<file path="config.mk">
export PLATFORM = sky130hd
export DESIGN_NAME = ps2_ascii_decoder
export DESIGN_NICKNAME = d
export VERILOG_FILES = /design/src/rtl/ps2_ascii_decoder.sv
export SDC_FILE = /design/constraint.sdc
export NUM_CORES = 1
export LEC_CHECK = 0
export BUFFER_PORTS_ARGS = -buffer_cell sky130_fd_sc_hd__buf_2
export CORE_MARGIN = 1.5
export CORE_UTILIZATION = 48
export DETAILED_ROUTE_END_ITERATION = 8
export HOLD_SLACK_MARGIN = 0.06
export PLACE_DENSITY = 0.73
export SKIP_LAST_GASP = 1
export SLEW_MARGIN = 25
export SYNTH_ARGS = -nofsm -noshare
export SYNTH_HDL_FRONTEND = slang
export SYNTH_SLANG_ARGS = --single-unit
</file>
<file path="constraint.sdc">
create_clock -name clk -period 3 [get_ports clk]
set_clock_uncertainty 0.1 [all_clocks]
set_input_delay 0.15 -clock clk [delete_from_list [all_inputs] [get_ports clk]]
set_output_delay 0.15 -clock clk [all_outputs]
set_load 0.005 [all_outputs]
</file>
<file path="src/rtl/ps2_ascii_decoder.sv">
// Set-2 scan bytes to ASCII with Shift/Caps tracking; one character per key press lands in the FIFO
// the cycle after its final byte. A full FIFO with no same-cycle pop drops the character and sets overflow.
module ps2_ascii_decoder #(
  parameter int FIFO_DEPTH      = 8,
  parameter bit SUPPRESS_REPEAT = 1'b0
) (
  input  logic                            clk,
  input  logic                            rst,
  input  logic [7:0]                      scan_code,
  input  logic                            scan_valid,
  output logic [7:0]                      out_data,
  output logic                            out_valid,
  input  logic                            out_ready,
  output logic                            shift_held,
  output logic                            caps_on,
  output logic                            overflow,
  output logic [$clog2(FIFO_DEPTH+1)-1:0] fifo_level
);
  localparam int LW = $clog2(FIFO_DEPTH + 1);
  localparam int PW = $clog2(FIFO_DEPTH);

  typedef enum logic [1:0] {S_IDLE, S_BRK, S_EXT, S_EXT_BRK} state_t;

  // {hit, is_letter, unshifted char, shifted char}
  function automatic logic [17:0] map_code(input logic [7:0] code);
    logic [17:0] r;
    r = '0;
    case (code)
      8'h45: r = {2'b10, 8'h30, 8'h29};  8'h16: r = {2'b10, 8'h31, 8'h21};
      8'h1E: r = {2'b10, 8'h32, 8'h40};  8'h26: r = {2'b10, 8'h33, 8'h23};
      8'h25: r = {2'b10, 8'h34, 8'h24};  8'h2E: r = {2'b10, 8'h35, 8'h25};
      8'h36: r = {2'b10, 8'h36, 8'h5E};  8'h3D: r = {2'b10, 8'h37, 8'h26};
      8'h3E: r = {2'b10, 8'h38, 8'h2A};  8'h46: r = {2'b10, 8'h39, 8'h28};
      8'h52: r = {2'b10, 8'h27, 8'h22};  8'h41: r = {2'b10, 8'h2C, 8'h3C};
      8'h4E: r = {2'b10, 8'h2D, 8'h5F};  8'h49: r = {2'b10, 8'h2E, 8'h3E};
      8'h4A: r = {2'b10, 8'h2F, 8'h3F};  8'h4C: r = {2'b10, 8'h3B, 8'h3A};
      8'h55: r = {2'b10, 8'h3D, 8'h2B};  8'h54: r = {2'b10, 8'h5B, 8'h7B};
      8'h5D: r = {2'b10, 8'h5C, 8'h7C};  8'h5B: r = {2'b10, 8'h5D, 8'h7D};
      8'h0E: r = {2'b10, 8'h60, 8'h7E};
      8'h1C: r = {2'b11, 8'h61, 8'h41};  8'h32: r = {2'b11, 8'h62, 8'h42};
      8'h21: r = {2'b11, 8'h63, 8'h43};  8'h23: r = {2'b11, 8'h64, 8'h44};
      8'h24: r = {2'b11, 8'h65, 8'h45};  8'h2B: r = {2'b11, 8'h66, 8'h46};
      8'h34: r = {2'b11, 8'h67, 8'h47};  8'h33: r = {2'b11, 8'h68, 8'h48};
      8'h43: r = {2'b11, 8'h69, 8'h49};  8'h3B: r = {2'b11, 8'h6A, 8'h4A};
      8'h42: r = {2'b11, 8'h6B, 8'h4B};  8'h4B: r = {2'b11, 8'h6C, 8'h4C};
      8'h3A: r = {2'b11, 8'h6D, 8'h4D};  8'h31: r = {2'b11, 8'h6E, 8'h4E};
      8'h44: r = {2'b11, 8'h6F, 8'h4F};  8'h4D: r = {2'b11, 8'h70, 8'h50};
      8'h15: r = {2'b11, 8'h71, 8'h51};  8'h2D: r = {2'b11, 8'h72, 8'h52};
      8'h1B: r = {2'b11, 8'h73, 8'h53};  8'h2C: r = {2'b11, 8'h74, 8'h54};
      8'h3C: r = {2'b11, 8'h75, 8'h55};  8'h2A: r = {2'b11, 8'h76, 8'h56};
      8'h1D: r = {2'b11, 8'h77, 8'h57};  8'h22: r = {2'b11, 8'h78, 8'h58};
      8'h35: r = {2'b11, 8'h79, 8'h59};  8'h1A: r = {2'b11, 8'h7A, 8'h5A};
      8'h29: r = {2'b10, 8'h20, 8'h20};  8'h5A: r = {2'b10, 8'h0D, 8'h0D};
      8'h66: r = {2'b10, 8'h08, 8'h08};  8'h0D: r = {2'b10, 8'h09, 8'h09};
      default: r = '0;
    endcase
    return r;
  endfunction

  state_t          state_q, state_d;
  logic            lshift_q, lshift_d, rshift_q, rshift_d;
  logic            caps_q, caps_d, caps_held_q, caps_held_d;
  logic            rpt_vld_q, rpt_vld_d;
  logic [7:0]      rpt_code_q, rpt_code_d;
  logic            ovf_q, ovf_d;
  logic [PW-1:0]   wr_ptr_q, wr_ptr_d, rd_ptr_q, rd_ptr_d;
  logic [LW-1:0]   level_q, level_d;
  logic [7:0]      mem_q [FIFO_DEPTH];
  logic [7:0]      mem_d [FIFO_DEPTH];

  logic            is_make, is_break;
  logic            map_hit, map_letter, use_upper, is_repeat, push, pop, full, wr_en;
  logic [7:0]      map_lo, map_up, char_dat;

  always_ff @(posedge clk) begin
    if (rst) state_q <= S_IDLE;
    else     state_q <= state_d;
  end

  always_comb begin
    state_d = state_q;
    if (scan_valid) begin
      case (state_q)
        S_IDLE:  state_d = (scan_code == 8'hF0) ? S_BRK :
                           (scan_code == 8'hE0) ? S_EXT : S_IDLE;
        S_EXT:   state_d = (scan_code == 8'hF0) ? S_EXT_BRK : S_IDLE;
        default: state_d = S_IDLE;
      endcase
    end
  end

  always_comb begin
    is_make  = 1'b0;
    is_break = 1'b0;
    case (state_q)
      S_IDLE:  is_make  = scan_valid && (scan_code != 8'hF0) && (scan_code != 8'hE0);
      S_BRK:   is_break = scan_valid;
      default: ;
    endcase
  end

  // Character is mapped with the modifier state registered before this byte.
  assign {map_hit, map_letter, map_lo, map_up} = map_code(scan_code);
  assign shift_held = lshift_q | rshift_q;
  assign use_upper  = map_letter ? (shift_held ^ caps_q) : shift_held;
  assign char_dat   = use_upper ? map_up : map_lo;
  assign is_repeat  = SUPPRESS_REPEAT && rpt_vld_q && (rpt_code_q == scan_code);
  assign push       = is_make && map_hit && !is_repeat;

  always_comb begin
    lshift_d    = lshift_q;
    rshift_d    = rshift_q;
    caps_d      = caps_q;
    caps_held_d = caps_held_q;
    rpt_vld_d   = rpt_vld_q;
    rpt_code_d  = rpt_code_q;
    if (is_make) begin
      if (scan_code == 8'h12) lshift_d = 1'b1;
      if (scan_code == 8'h59) rshift_d = 1'b1;
      if (scan_code == 8'h58) begin
        if (!caps_held_q) caps_d = ~caps_q;
        caps_held_d = 1'b1;
      end
    end
    if (is_break) begin
      if (scan_code == 8'h12) lshift_d = 1'b0;
      if (scan_code == 8'h59) rshift_d = 1'b0;
      if (scan_code == 8'h58) caps_held_d = 1'b0;
    end
    if (SUPPRESS_REPEAT) begin
      if (is_make && map_hit) begin
        rpt_vld_d  = 1'b1;
        rpt_code_d = scan_code;
      end else if (is_break && rpt_vld_q && (rpt_code_q == scan_code)) begin
        rpt_vld_d = 1'b0;
      end
    end
  end

  // When full, a same-cycle pop frees the head slot, which is exactly where wr_ptr points.
  assign pop   = out_valid && out_ready;
  assign full  = (level_q == LW'(FIFO_DEPTH));
  assign wr_en = push && (!full || pop);

  always_comb begin
    mem_d    = mem_q;
    wr_ptr_d = wr_ptr_q;
    rd_ptr_d = rd_ptr_q;
    ovf_d    = ovf_q | (push && full && !pop);
    level_d  = level_q + {{(LW-1){1'b0}}, wr_en} - {{(LW-1){1'b0}}, pop};
    if (wr_en) begin
      mem_d[wr_ptr_q] = char_dat;
      wr_ptr_d        = wr_ptr_q + PW'(1);
    end
    if (pop) rd_ptr_d = rd_ptr_q + PW'(1);
  end

  always_ff @(posedge clk) begin
    if (rst) begin
      lshift_q    <= 1'b0;
      rshift_q    <= 1'b0;
      caps_q      <= 1'b0;
      caps_held_q <= 1'b0;
      rpt_vld_q   <= 1'b0;
      rpt_code_q  <= 8'h00;
      ovf_q       <= 1'b0;
      wr_ptr_q    <= '0;
      rd_ptr_q    <= '0;
      level_q     <= '0;
    end else begin
      lshift_q    <= lshift_d;
      rshift_q    <= rshift_d;
      caps_q      <= caps_d;
      caps_held_q <= caps_held_d;
      rpt_vld_q   <= rpt_vld_d;
      rpt_code_q  <= rpt_code_d;
      ovf_q       <= ovf_d;
      wr_ptr_q    <= wr_ptr_d;
      rd_ptr_q    <= rd_ptr_d;
      level_q     <= level_d;
    end
  end

  always_ff @(posedge clk) begin
    mem_q <= mem_d;
  end

  assign out_valid  = (level_q != '0);
  assign out_data   = out_valid ? mem_q[rd_ptr_q] : 8'h00;
  assign caps_on    = caps_q;
  assign overflow   = ovf_q;
  assign fifo_level = level_q;
endmodule

</file>
Word level (Yosys, flattened, before mapping)

Memories as Yosys holds them, arrays and structs flattened.
Index checks and enable logic that the tools add are counted.

Bits of input ports: 12
Memories: 1
Logic and storage cells: 84
Bits in read-only memories: 2048
Register bits after elaboration: 81
Output and inout port bits: 16

Memory list:

| memory           | words | width | rd ports | clocked after memory_dff | wr ports | RTL line | RTL |
|---|---|---|---|---|---|---|---|
| (name not given) | 128   | 16    | 1        | 0                        | 0        | 28       | `case (code)` |

Muxes and demuxes: 28
$add $sub $neg: 4
Reductions and logical operators: 14
Bitwise logic cells: 7
Equal/unequal tests: 10
Magnitude comparators: 3

Operators by type and width:

| kind                                                       | number |
|---|---|
| bitwise mux 64 bit                                         | 1 |
| 2-to-1 mux 8 bit                                           | 5 |
| binary-select mux 8 bit (select 3 bit)                     | 1 |
| demux 8 bit (select 3 bit)                                 | 1 |
| 2-to-1 mux 18 bit                                          | 1 |
| equality test 8 x 7 -> 1 bit, second input constant        | 2 |
| equality test 8 bit, second input constant                 | 2 |
| inequality test 8 bit, second input constant               | 2 |
| 2-to-1 mux 1 bit                                           | 15 |
| equality test 8 x 5 -> 1 bit, second input constant        | 1 |
| greater-or-equal comparator 4 bit, second input constant   | 2 |
| logical AND 1 bit                                          | 8 |
| NOT 3 -> 4 bit                                             | 2 |
| adder 3 x 1 -> 3 bit, second input constant                | 2 |
| 2-to-1 mux 2 bit                                           | 3 |
| adder 4 x 1 -> 4 bit                                       | 1 |
| equality test 4 bit, second input constant                 | 1 |
| less-than comparator 4 x 1 -> 1 bit, second input constant | 1 |
| one-hot mux 2 bit (2 select lines)                         | 1 |
| nonzero test 4 bit                                         | 1 |
| subtractor 4 x 1 -> 4 bit                                  | 1 |
| AND reduction 3 bit                                        | 1 |
| equality test 2 x 1 -> 1 bit, second input constant        | 1 |
| equality test 2 bit, second input constant                 | 1 |
| other kinds (6)                                            | 9 |

Longest topological paths before layout

Gate-level depths: netlist of the first run.

Depth after elaboration: 8
Mapped depth: 16

Least setup slack after synthesis of the first run

OpenSTA, ideal clock, no wires.

Kind: input port to flip-flop
Start point: input port scan_code[1]
End point: register level_q[2], in the netlist fifo_level[2]
Setup slack: -0.198 ns
Required time: 2.772 ns
Arrival time: 2.971 ns
Cell stages on the path: 15
Cell sequence: buf_2 inv_1 ha_1 buf_2 nor2b_1 a311oi_4 inv_2 o32ai_4 nand2_4 ha_1 inv_1 ha_1 fa_1 xnor2_1 nor2_1

Cells in the longest elaborated chain, start to end: 8
Elaborated cells on any way between the ends: 11
Those cells by class: add/sub: 2; eq/ne: 2; mux: 2; reduce/logical: 4; memory: 1

RTL lines:

| element                                                            | RTL line | RTL |
|---|---|---|
| start: declaration                                                 | 9        | `input logic [7:0] scan_code,` |
| branches (longest 4 deep; another with memory read (128 x 16 bit)) | n/a      |  |
| logical AND 1 bit (*)                                              | 108      | `assign push = is_make && map_hit && !is_repeat;` |
| logical AND 1 bit (*)                                              | 143      | `assign wr_en = push && (!full \|\| pop);` |
| adder 4 x 1 -> 4 bit (*)                                           | 150      | `level_d = level_q + {{(LW-1){1'b0}}, wr_en} - {{(LW-1){1'b0}}, pop};` |
| subtractor 4 x 1 -> 4 bit (*)                                      | 150      |  |
| end signal: assignment                                             | 180      | `level_q <= level_d;` |
| end: declaration                                                   | 67       | `logic [LW-1:0] level_q, level_d;` |

Every way passes the cells marked *.
A chain may end at the register's enable or synchronous reset.

Worst setup path after layout of the first run

Start point: input port scan_code[0]
End point: register mem_q[61] (netlist name) (data pin)

Cells in the longest elaborated chain, start to end: 5

RTL lines:

| element                        | RTL line | RTL |
|---|---|---|
| memory read (128 x 16 bit) (*) | n/a      |  |
| 2-to-1 mux 18 bit (*)          | 28       |  |
| 2-to-1 mux 1 bit               | 105      | `assign use_upper = map_letter ? (shift_held ^ caps_q) : shift_held;` |
| 2-to-1 mux 8 bit (*)           | 106      | `assign char_dat = use_upper ? map_up : map_lo;` |
| net char_dat[5]                | 73       | `logic [7:0] map_lo, map_up, char_dat;` |
| bitwise mux 64 bit (*)         | 152      | `mem_d[wr_ptr_q] = char_dat;` |
| end signal: assignment         | 185      | `mem_q <= mem_d;` |
| end: declaration               | 68       | `logic [7:0] mem_q [FIFO_DEPTH];` |

Mark *: on every way through the listed nets, which the timed path passes. The rest lies on a longest branch.

==> results of run 1 <==
-- cell type report --
type / count / area (um^2) / area share, %
repair buffers: 78 / 528 / 9.57
inverters: 20 / 77.6 / 1.41
clock buffers: 9 / 124 / 2.25
well taps: 133 / 166 / 3.02
clock inverters: 7 / 93.8 / 1.70
flip-flops and latches: 73 / 2020 / 36.7
multi-input cells: 335 / 2500 / 45.4
-- power breakdown --
group	switching, mW	internal [mW]
Sequential	0.0453	1.13
Clock	0.372	0.468
Combinational	0.511	0.466
Total	0.928	2.07
-- worst max-delay path: stages --
cell and delay, ns:
buf_2 0.13, inv_1 0.11, ha_1 0.29, mux4_1 0.61, nand3_1 0.12, o41ai_1 0.09, a32o_1 0.27, xnor2_4 0.29
mux2i_1 0.63
-- per-layer routing --
metal	wire length [um]	vias to the layer above
met5	0	-
met2	6380	209
li1	-	1866
met1	5400	1924
met4	508	0
met3	877	41
-- registers in the layout (all words and copies together), names as in the netlist, 2 cells and up --
signal / cells
state_q: 2
rd_ptr_q: 3
mem_q: 56
wr_ptr_q: 3
fifo_level: 4
-- worst paths after layout --
check	cells past startpoint	to	slack, ns	start
min reg2reg	2	state_q[1]$_SDFFE_PP0P_	0.35	state_q[1]$_SDFFE_PP0P_
max reg2reg	10	fifo_level[1]$_SDFF_PP0_	0.37	state_q[1]$_SDFFE_PP0P_
max	9	mem_q[61]$_DFFE_PP_	0.26	scan_code[0]
min	3	state_q[1]$_SDFFE_PP0P_	0.18	scan_code[4]
-- logic make-up after synthesis --
kind of cell	count (synthesis)	share of synthesized area (%)
muxes	32	11.1
AOI/OAI and AO/OA	137	19.9
adders and majority gates	17	4.64
and+or+nand+nor	142	15.1
xor gates and xnor gates	6	1.50
other	1	0.0790
DFF	73	42.6
buffers and inverters	54	5.09
-- through the flow --
stage / setup WS (ns) / cell area (um^2) / hold WS (ns) / util [%] / cells
2_1_floorplan: 0.00597 / 4780 / 0.261 / - / 462
3_3_place_gp: 0.0727 / 5270 / 0.336 / 54.4 / 636
3_5_place_dp: -0.0793 / 5270 / 0.342 / 54.4 / 636
4_1_cts: 0.265 / 5520 / 0.151 / 57.0 / 655
5_1_grt: 0.151 / 5520 / 0.192 / 57.0 / 655
6_report: 0.256 / 5520 / 0.179 / 57.0 / 655
-- cell usage in the layout (no fill, tap or decap), types with 3 or more instances in the layout --
cell type,synthesis,layout
and2_1,5,5
nor3_1,4,4
nand2b_1,16,16
nor2b_1,9,8
nand3_1,18,18
inv_1,18,17
a311oi_1,6,6
mux4_2,15,15
or2_2,3,3
buf_2,7,26
a21o_1,7,7
a31oi_1,6,6
nand2_1,32,32
mux2i_1,14,14
a211oi_1,5,5
and3_1,4,4
nor4_1,10,10
dlygate4sd3_1,0,3
o211ai_1,6,6
nor2_1,31,31
a21oi_1,36,36
o21a_1,3,3
ha_1,16,15
buf_4,2,49
a221oi_1,4,4
dfxtp_1,17,17
edfxtp_1,56,56
o22ai_1,3,3
o211a_1,3,3
o21ai_0,32,32
xnor2_1,3,3
clkbuf_8,0,9
o31a_1,3,3
==> metrics.txt, run 1 <==
status completed; Syn Nets 491; via count of the routed design 4,040; EDFF count, synth 56; routing usage on met1 33.6%; post-synthesis cell type count 68; hpwl dp 9700 um; Worst-path clk slew 0.08 ns; final setup TNS 0 ns; total number of yosys warnings 0; layout cells sized above 1 23.6%; number of H-tree levels 3; Root Buffer clkbuf_8; grt ovf 0; Main synth FF type edfxtp_1; Yosys reg bits 73; Max Slew Vio Count 0; CTS tree done; Port Buffers 26; worst vdd ir 0.000384 V; maximum buffer depth of the clock tree 2; crit-path max FO 8; WS Path Type in2reg; DRT Pass-1 Iters 6; post-route ant nets 0; die width 102 um; fin nets 546; most numerous cell in the Yosys netlist edfxtp_1; ranking of synthesized cells by instance count edfxtp_1, a21oi_1, nand2_1, o21ai_0, nor2_1; met3 Resource Use GR 4.86%; Initial Util 49.0%; pin count of the biggest net entering global routing 24; busiest grt layer met2; area delta synth->final 16.2%; routed vias/inst 6.17; # setup viols final 0; fmax 364 MHz; CTS sink cnt 73; share of the yosys chip area belonging to registers 42.6%; unrepaired setup endpoints after global routing no; met2 GRT Util 44.2%; # fillers 853; CP Capture Type flip-flop; Hold-fix buffers, CTS 3; Cell Rows 36; setup bufs post-CTS 0; I/O pins 28; CP startpoint kind input port; min cycle time layout 2.74 ns; CORE AREA 0.00968 mm^2; WP data required 2.95 ns; Power Dens Cells 543 mW/mm^2; Die Footprint 0.0105 mm^2; Leakage Power 2.08 nW; DRT Wirelength 13,200 um; post-CTS sizing 0; Worst Tran Pin Value 0.845 ns; post-route clock period utilization 91.5%; Worst-Skew Late Latency 0.35 ns; Mapped Avg Cell Area 10.3 um^2; antenna violations before repair 0; Synth Instances 462; Pwr Total 3.00 mW; DRC viols 0; chip height 102 um; WL/cell 20.1 um; ranking of synthesized cells by area edfxtp_1, dfxtp_1, mux4_2, ha_1, a21oi_1; cell area after synthesis 0.00475 mm^2; Post-synth ARST share 0%; starting DRC count in detailed routing 327; Hold/Removal Path Class in2reg; first-pass GRT wire length 20,800 um; headroom to the max-slew limit 43.2%; crit path DAT 2.70 ns; Yosys top cell area share 35.4%; Tot GR Track Use 26.7%; vias in the first global route 3,870; area leader, netlist edfxtp_1; Final Hold Viols 0; Num CTS Buffers 9; Max Cap Viol 0; RD Place Congestion 1.03; # diodes 0
No activity file was read; power rests on OpenSTA's default activity.
==> run 2, diff against run 1 <==
- GPL_TIMING_DRIVEN: default -> 0
==> run 2 against run 1 <==
Against the previous run:
- cell area decreased by 1.3%
- register-to-register slack got worse by 0.05 ns
- global-route usage decreased by 0.53 points
- worst setup slack got worse by 0.13 ns
- utilization decreased by 0.75 points
- sequential power about the same
- via count increased by 0.50%
- first-iteration DRC count decreased by 5.8%
- fmax decreased by 4.6%
- total power decreased by 2.1%
- die area unchanged
- largest cell class unchanged
- largest power group unchanged
==> metrics.txt, run 2 (same netlist as run 1, synthesis figures left out) <==
status completed; multi-input combinational cell area 0.00259 mm^2 (+3.5%); layout cells sized above 1 20.9% (-2.7 points); via count of the routed design 4,060 (+0.50%); PnR worst setup slack 0.122 ns (-0.134 ns); unrepaired setup endpoints after global routing no; WL/cell 20.2 um (+0.64%); CTS tree done; number of H-tree levels 3 (unchanged); Leakage Power 1.93 nW (-7.3%); Final Hold Viols 0 (unchanged); commonest non-fill, non-tap cell in the layout edfxtp_1; Worst Tran Pin Value 0.895 ns (+0.0502 ns); pin count of the biggest net entering global routing 13 (-46%); Pwr Total 2.93 mW (-2.1%); Power Dens Cells 539 mW/mm^2 (-0.82%); CP Capture Type flip-flop; Max Slew Vio Count 0 (unchanged); starting DRC count in detailed routing 308 (-5.8%); fin nets 533 (-2.4%); RR Startpoint state_q[1]$_SDFFE_PP0P_; Initial Util 49.0% (unchanged); WS Path Type in2reg; Root Buffer clkbuf_8; # fillers 813 (-4.7%); Port Buffers 24 (-7.7%); Cell Rows 36 (unchanged); fmax 348 MHz (-4.6%); CP startpoint kind input port; post-route ant nets 0 (unchanged); crit-path max FO 10 (+2); DRC viols 0 (unchanged); Max Cap Viol 0 (unchanged); area delta synth->final 14.7%; min cycle time layout 2.88 ns (+0.134 ns); most frequent cells in the layout edfxtp_1, a21oi_1, nand2_1, o21ai_0, nor2_1; first-pass GRT wire length 20,600 um (-1.2%); worst vdd ir 0.000277 V (-28%); DRT Wirelength 13,000 um (-1.5%); Worst Setup SP scan_code[1]; # setup viols final 0 (unchanged); final core occ 56.2% (-0.75 points); Largest register FFs 56 (unchanged); Num CTS Buffers 9 (unchanged); headroom to the max-slew limit 39.8% (-3.3 points); Worst-Skew Late Latency 0.35 ns (about the same); antenna violations before repair 0 (unchanged); grt ovf 0 (unchanged); Place WS -0.901 ns (-0.822 ns); sequential cell area 0.00202 mm^2 (unchanged); post-route clock period utilization 95.9% (+4.5 points); CTS sink cnt 73 (unchanged); RD Place Congestion 1.06 (+2.6%); HP Start out_ready; routed vias/inst 6.33 (+2.7%); # diodes 0 (unchanged); die width 102 um (unchanged); WP data required 3.13 ns (+0.18 ns); chip height 102 um (unchanged); hpwl dp 9600 um (-1.0%); Worst-path clk slew 0.07 ns (about the same); CORE AREA 0.00968 mm^2 (unchanged); largest register by flop count mem_q; maximum buffer depth of the clock tree 2 (unchanged); crit path DAT 3.01 ns (+0.31 ns); Hold/Removal Path Class in2reg; vias in the first global route 3,770 (-2.6%); Die Footprint 0.0105 mm^2 (unchanged); I/O pins 28 (unchanged); Tot GR Track Use 26.2% (-0.53 points); DRT Pass-1 Iters 7 (+1)
[run 2: cell count changes in the layout (fill, tap and decap cells not counted), sizes merged]
cell | previous run | this run
buf | 75 | 48
clkbuf | 9 | 24
dlygate4sd3 | 3 | 2
inv | 21 | 20
[run 2: layer usage]
metal	global-route usage, %	up-vias	part of all wire, %	wire [um]
met5	0	-	0	0
met4	14.8	0	5.2	674
li1	-	1843	-	-
met1	32.6	1906	40	5130
met2	43.0	244	48	6170
met3	4.65	67	7.7	997
[run 2: worst paths after layout]
| kind | to | slack [ns] | cells after the start |
|---|---|---|---|
| setup / recovery | fifo_level[1]$_SDFF_PP0_ | 0.12 | 14 |
| hold / removal | rd_ptr_q[2]$_SDFFE_PP0P_ | 0.07 | 4 |
| setup reg to reg | mem_q[62]$_DFFE_PP_ | 0.32 | 7 |
| hold reg to reg | state_q[1]$_SDFFE_PP0P_ | 0.36 | 2 |
[run 2: where the power goes]
part	switching [mW]	internal (mW)	total, mW
logic	0.527	0.444	0.971
registers	0.0321	1.14	1.17
clock network	0.336	0.459	0.795
[run 2: stage by stage]
step / instance area [um^2] / hold slack [ns] / std cells / setup TNS [ns]
floorplan: 4780 / 0.261 / 462 / 0
global placement: 5060 / 0.343 / 619 / -71.09
detailed placement: 5100 / 0.350 / 620 / -54.57
CTS: 5410 / 0.0616 / 641 / 0
global route: 5440 / 0.0785 / 641 / 0
finish: 5440 / 0.0682 / 641 / 0
[run 2: area by class of cell]
cell class	instances	share of cell area (%)
buffer	33	3.29
inverter	20	1.42
clock buffer	9	2.28
clock inverter	6	1.54
multi-input combinational	335	47.6
timing repair buffer	32	3.63
sequential	73	37.1
tap	133	3.06
[run 2: critical path, cell delays in order]
cell,delay (ns)
clkbuf_4,0.17
buf_8,0.16
inv_4,0.09
ha_2,0.35
o21ai_2,0.21
o21ai_0,0.18
o32ai_2,0.40
o32ai_4,0.18
nand2_4,0.13
ha_4,0.21
inv_1,0.05
ha_1,0.17
fa_2,0.44
nor2b_1,0.13
[run 2: timing repair]
item                       CTS  global route
buffers inserted             5             0
gates cloned                 0             0
hold endpoints to repair     4             0
pin swaps                    4             3
hold buffers                 2             0
setup endpoints to repair   75            69
resized for setup            7            12
==> run 3, diff against run 2 <==
--- a/config.mk
+++ b/config.mk
@@ -7,4 +7,5 @@
 export LEC_CHECK = 0
 export BUFFER_PORTS_ARGS = -buffer_cell sky130_fd_sc_hd__buf_2
+export CORE_ASPECT_RATIO = 1.1
 export CORE_MARGIN = 1.5
 export CORE_UTILIZATION = 48
==> constraint.sdc (replaced) <==
create_clock -name clk -period 3 [get_ports clk]
set_clock_uncertainty 0.1 [all_clocks]
set_input_delay 0.15 -clock clk [delete_from_list [all_inputs] [get_ports clk]]
set_output_delay 0.15 -clock clk [all_outputs]
set_load 0.1 [all_outputs]
==> run 3 against run 2 <==
Against the previous run:
- via count grew 0.89%
- hold slack gained 0.0082 ns
- critical path type unchanged
- die area is essentially flat
- fmax down 2.3%
- largest power group is now combinational logic
- critical path depth is 1 higher
- total power rose by 27%
- utilization grew 2.0 points
==> metrics.txt, run 3 (same netlist as run 1, synthesis figures left out) <==
Num CTS Buffers 9 (unchanged); fmax 340 MHz (-2.3%); layout cells sized above 1 23.8% (+2.9 points); Worst-path clk slew 0.07 ns (about the same); CP Capture Type flip-flop; crit-path max FO 10 (unchanged); RD Place Congestion 0.997 (-5.7%); min cycle time layout 2.94 ns (+0.0667 ns); Power Dens Cells 676 mW/mm^2 (+25%); unrepaired setup endpoints after global routing yes; final setup TNS 0 ns (unchanged); placed cell count 604 (-2.6%); most frequent cells in the layout edfxtp_1, a21oi_1, nor2_1, nand2_1, o21ai_0; maximum buffer depth of the clock tree 2 (unchanged); Max Slew Vio Count 0 (unchanged); Initial Util 50.0% (+1.0 points); headroom to the max-slew limit 40.2% (+0.32 points); Hold/Removal Path Class in2reg; hpwl dp 10,000 um (+4.3%); Critical path buffers and inverters 5 (+1); chip height 107 um (+4.7%); via count of the routed design 4,096 (+0.89%); CTS tree done; Post-DP Area 0.00510 mm^2 (unchanged); Root Buffer clkbuf_8; clock power share 23.7% (-3.4 points); HP Start out_ready; pin count of the biggest net entering global routing 13 (unchanged); worst reg2reg path depth 10 (+3); DRT Wirelength 13,600 um (+5.2%); CP max stage delay 0.54 ns (+0.10 ns); post-route clock period utilization 98.1% (+2.2 points); hold depth 4 (unchanged); starting DRC count in detailed routing 329 (+6.8%); I/O pins 28 (unchanged); ordered cell list for the critical path clkbuf_4 > buf_8 > inv_4 > ha_4 > buf_6 > nand2_1 > o211ai_1 > a311oi_2 > o32ai_4 > nand2_4 > ha_4 > inv_1 > ha_1 > fa_2 > nor2b_1; Die Footprint 0.0105 mm^2 (about the same); crit path DAT 3.11 ns (+0.10 ns); Port Buffers 24 (unchanged); Worst Tran Pin Value 0.890 ns (-0.00482 ns); fin nets 533 (unchanged); Largest register FFs 56 (unchanged); CORE AREA 0.00949 mm^2 (-2.0%); antenna violations before repair 0 (unchanged); worst vdd ir 0.000403 V (+46%); routed vias/inst 6.54 (+3.3%); # setup viols final 0 (unchanged); number of H-tree levels 3 (unchanged); commonest non-fill, non-tap cell in the layout edfxtp_1; post-route ant nets 0 (unchanged); Psw 1.58 mW (+77%); power share of the combinational group 44.8% (+12 points); fin cells 626 (-2.3%); Cell Rows 37 (+2.8%); Tot GR Track Use 26.6% (+0.40 points); Min Hold Slack 0.0764 ns (+0.00824 ns); Max Cap Viol 0 (unchanged); Worst Setup SP scan_code[1]; RR Startpoint state_q[1]$_SDFFE_PP0P_; cell area after layout 0.00553 mm^2 (+1.5%); CP max stage cell fa_2; die width 97.8 um (-4.5%); FF-to-FF setup slack 0.27 ns (-0.05 ns); most frequent CP cell ha_4; sw frac 42.3% (+12 points); Worst-Skew Late Latency 0.33 ns (-0.02 ns); WL/cell 21.8 um (+7.7%); Final Hold Viols 0 (unchanged); first-pass GRT wire length 21,600 um (+5.0%); DRC viols 0 (unchanged); Leakage Power 1.95 nW (+1.2%); Critical Path Stages 15 (+1); Place WS -1.02 ns (-0.115 ns); # diodes 0 (unchanged); grt ovf 0 (unchanged); vias in the first global route 4,038 (+7.1%); status completed; WS Path Type in2reg; PnR worst setup slack 0.0556 ns (-0.0667 ns); CP startpoint kind input port; sequential share of power 31.5% (-8.3 points); area delta synth->final 16.5%; internal power 2.16 mW (+5.8%); CTS sink cnt 73 (unchanged); DRT Pass-1 Iters 7 (unchanged); largest register by flop count mem_q; WP data required 3.16 ns (+0.03 ns); delay-heaviest family, CP adder cells
run 3: cell types whose count changed in the layout (fill, tap and decap cells not counted), moves of 2 or more:
cell     delta
ha_4        +2
dfxtp_2     +2
dfxtp_4     +2
inv_1       -2
dfxtp_1     -4
run 3: power by group through the flow:
stage          logic (mW)  registers, mW  clock network, mW
2_1_floorplan        1.20           1.36                  0
3_3_place_gp         1.62           1.20                  0
3_5_place_dp         1.64           1.20                  0
4_1_cts              1.66           1.18              0.894
5_1_grt              1.78           1.18              0.933
6_report             1.67           1.18              0.885
run 3: through the flow:
stage | util (%) | total power, mW
final | 58.2 | 3.74
after global routing | 58.2 | 3.90
after CTS | 57.4 | 3.73
after detailed placement | 53.8 | 2.84
after global placement | 53.3 | 2.82
after floorplan | - | 2.55
run 3: path summary, 6_finish.rpt:
check / to
worst max-delay path: fifo_level[1]$_SDFF_PP0_
worst max register to register: fifo_level[1]$_SDFF_PP0_
worst min-delay path: rd_ptr_q[1]$_SDFFE_PP0P_
worst min register to register: state_q[1]$_SDFFE_PP0P_
run 3: what timing repair did:
item,in CTS,in global routing
setup buffers,5,1
hold buffers,1,0
gates cloned,0,0
pin swaps,4,4
gates resized for setup,13,18
endpoints found under the setup margin,67,69
endpoints found under the hold margin,1,0
run 3: layout make-up:
cell class | count | area, um^2
inverters | 20 | 81.3
flip-flops and latches | 73 | 2030
clock buffers | 10 | 128
fillers | 810 | 3960
plain buffers | 33 | 188
clock inverters | 6 | 106
well taps | 117 | 146
repair buffers | 32 | 195
multi-input cells | 335 | 2650
run 3: worst reg2reg max path, stage by stage (launching register included):
cell and delay [ns]:
dfxtp_1 0.31, nand2b_1 0.20, a311oi_4 0.35, o211ai_1 0.20, o32ai_4 0.22, nand2_4 0.12, ha_4 0.27, inv_1 0.03
ha_1 0.20, fa_2 0.54, nor2b_1 0.12
run 3: per-layer routing:
metal,part of all wire (%),GRT usage [%],vias up,wire length (um)
li1,-,-,1852,-
met3,6.9,3.38,62,939
met5,0,0,-,0
met4,6.6,19.3,0,905
met1,38,31.2,1940,5200
met2,48,45.0,242,6610
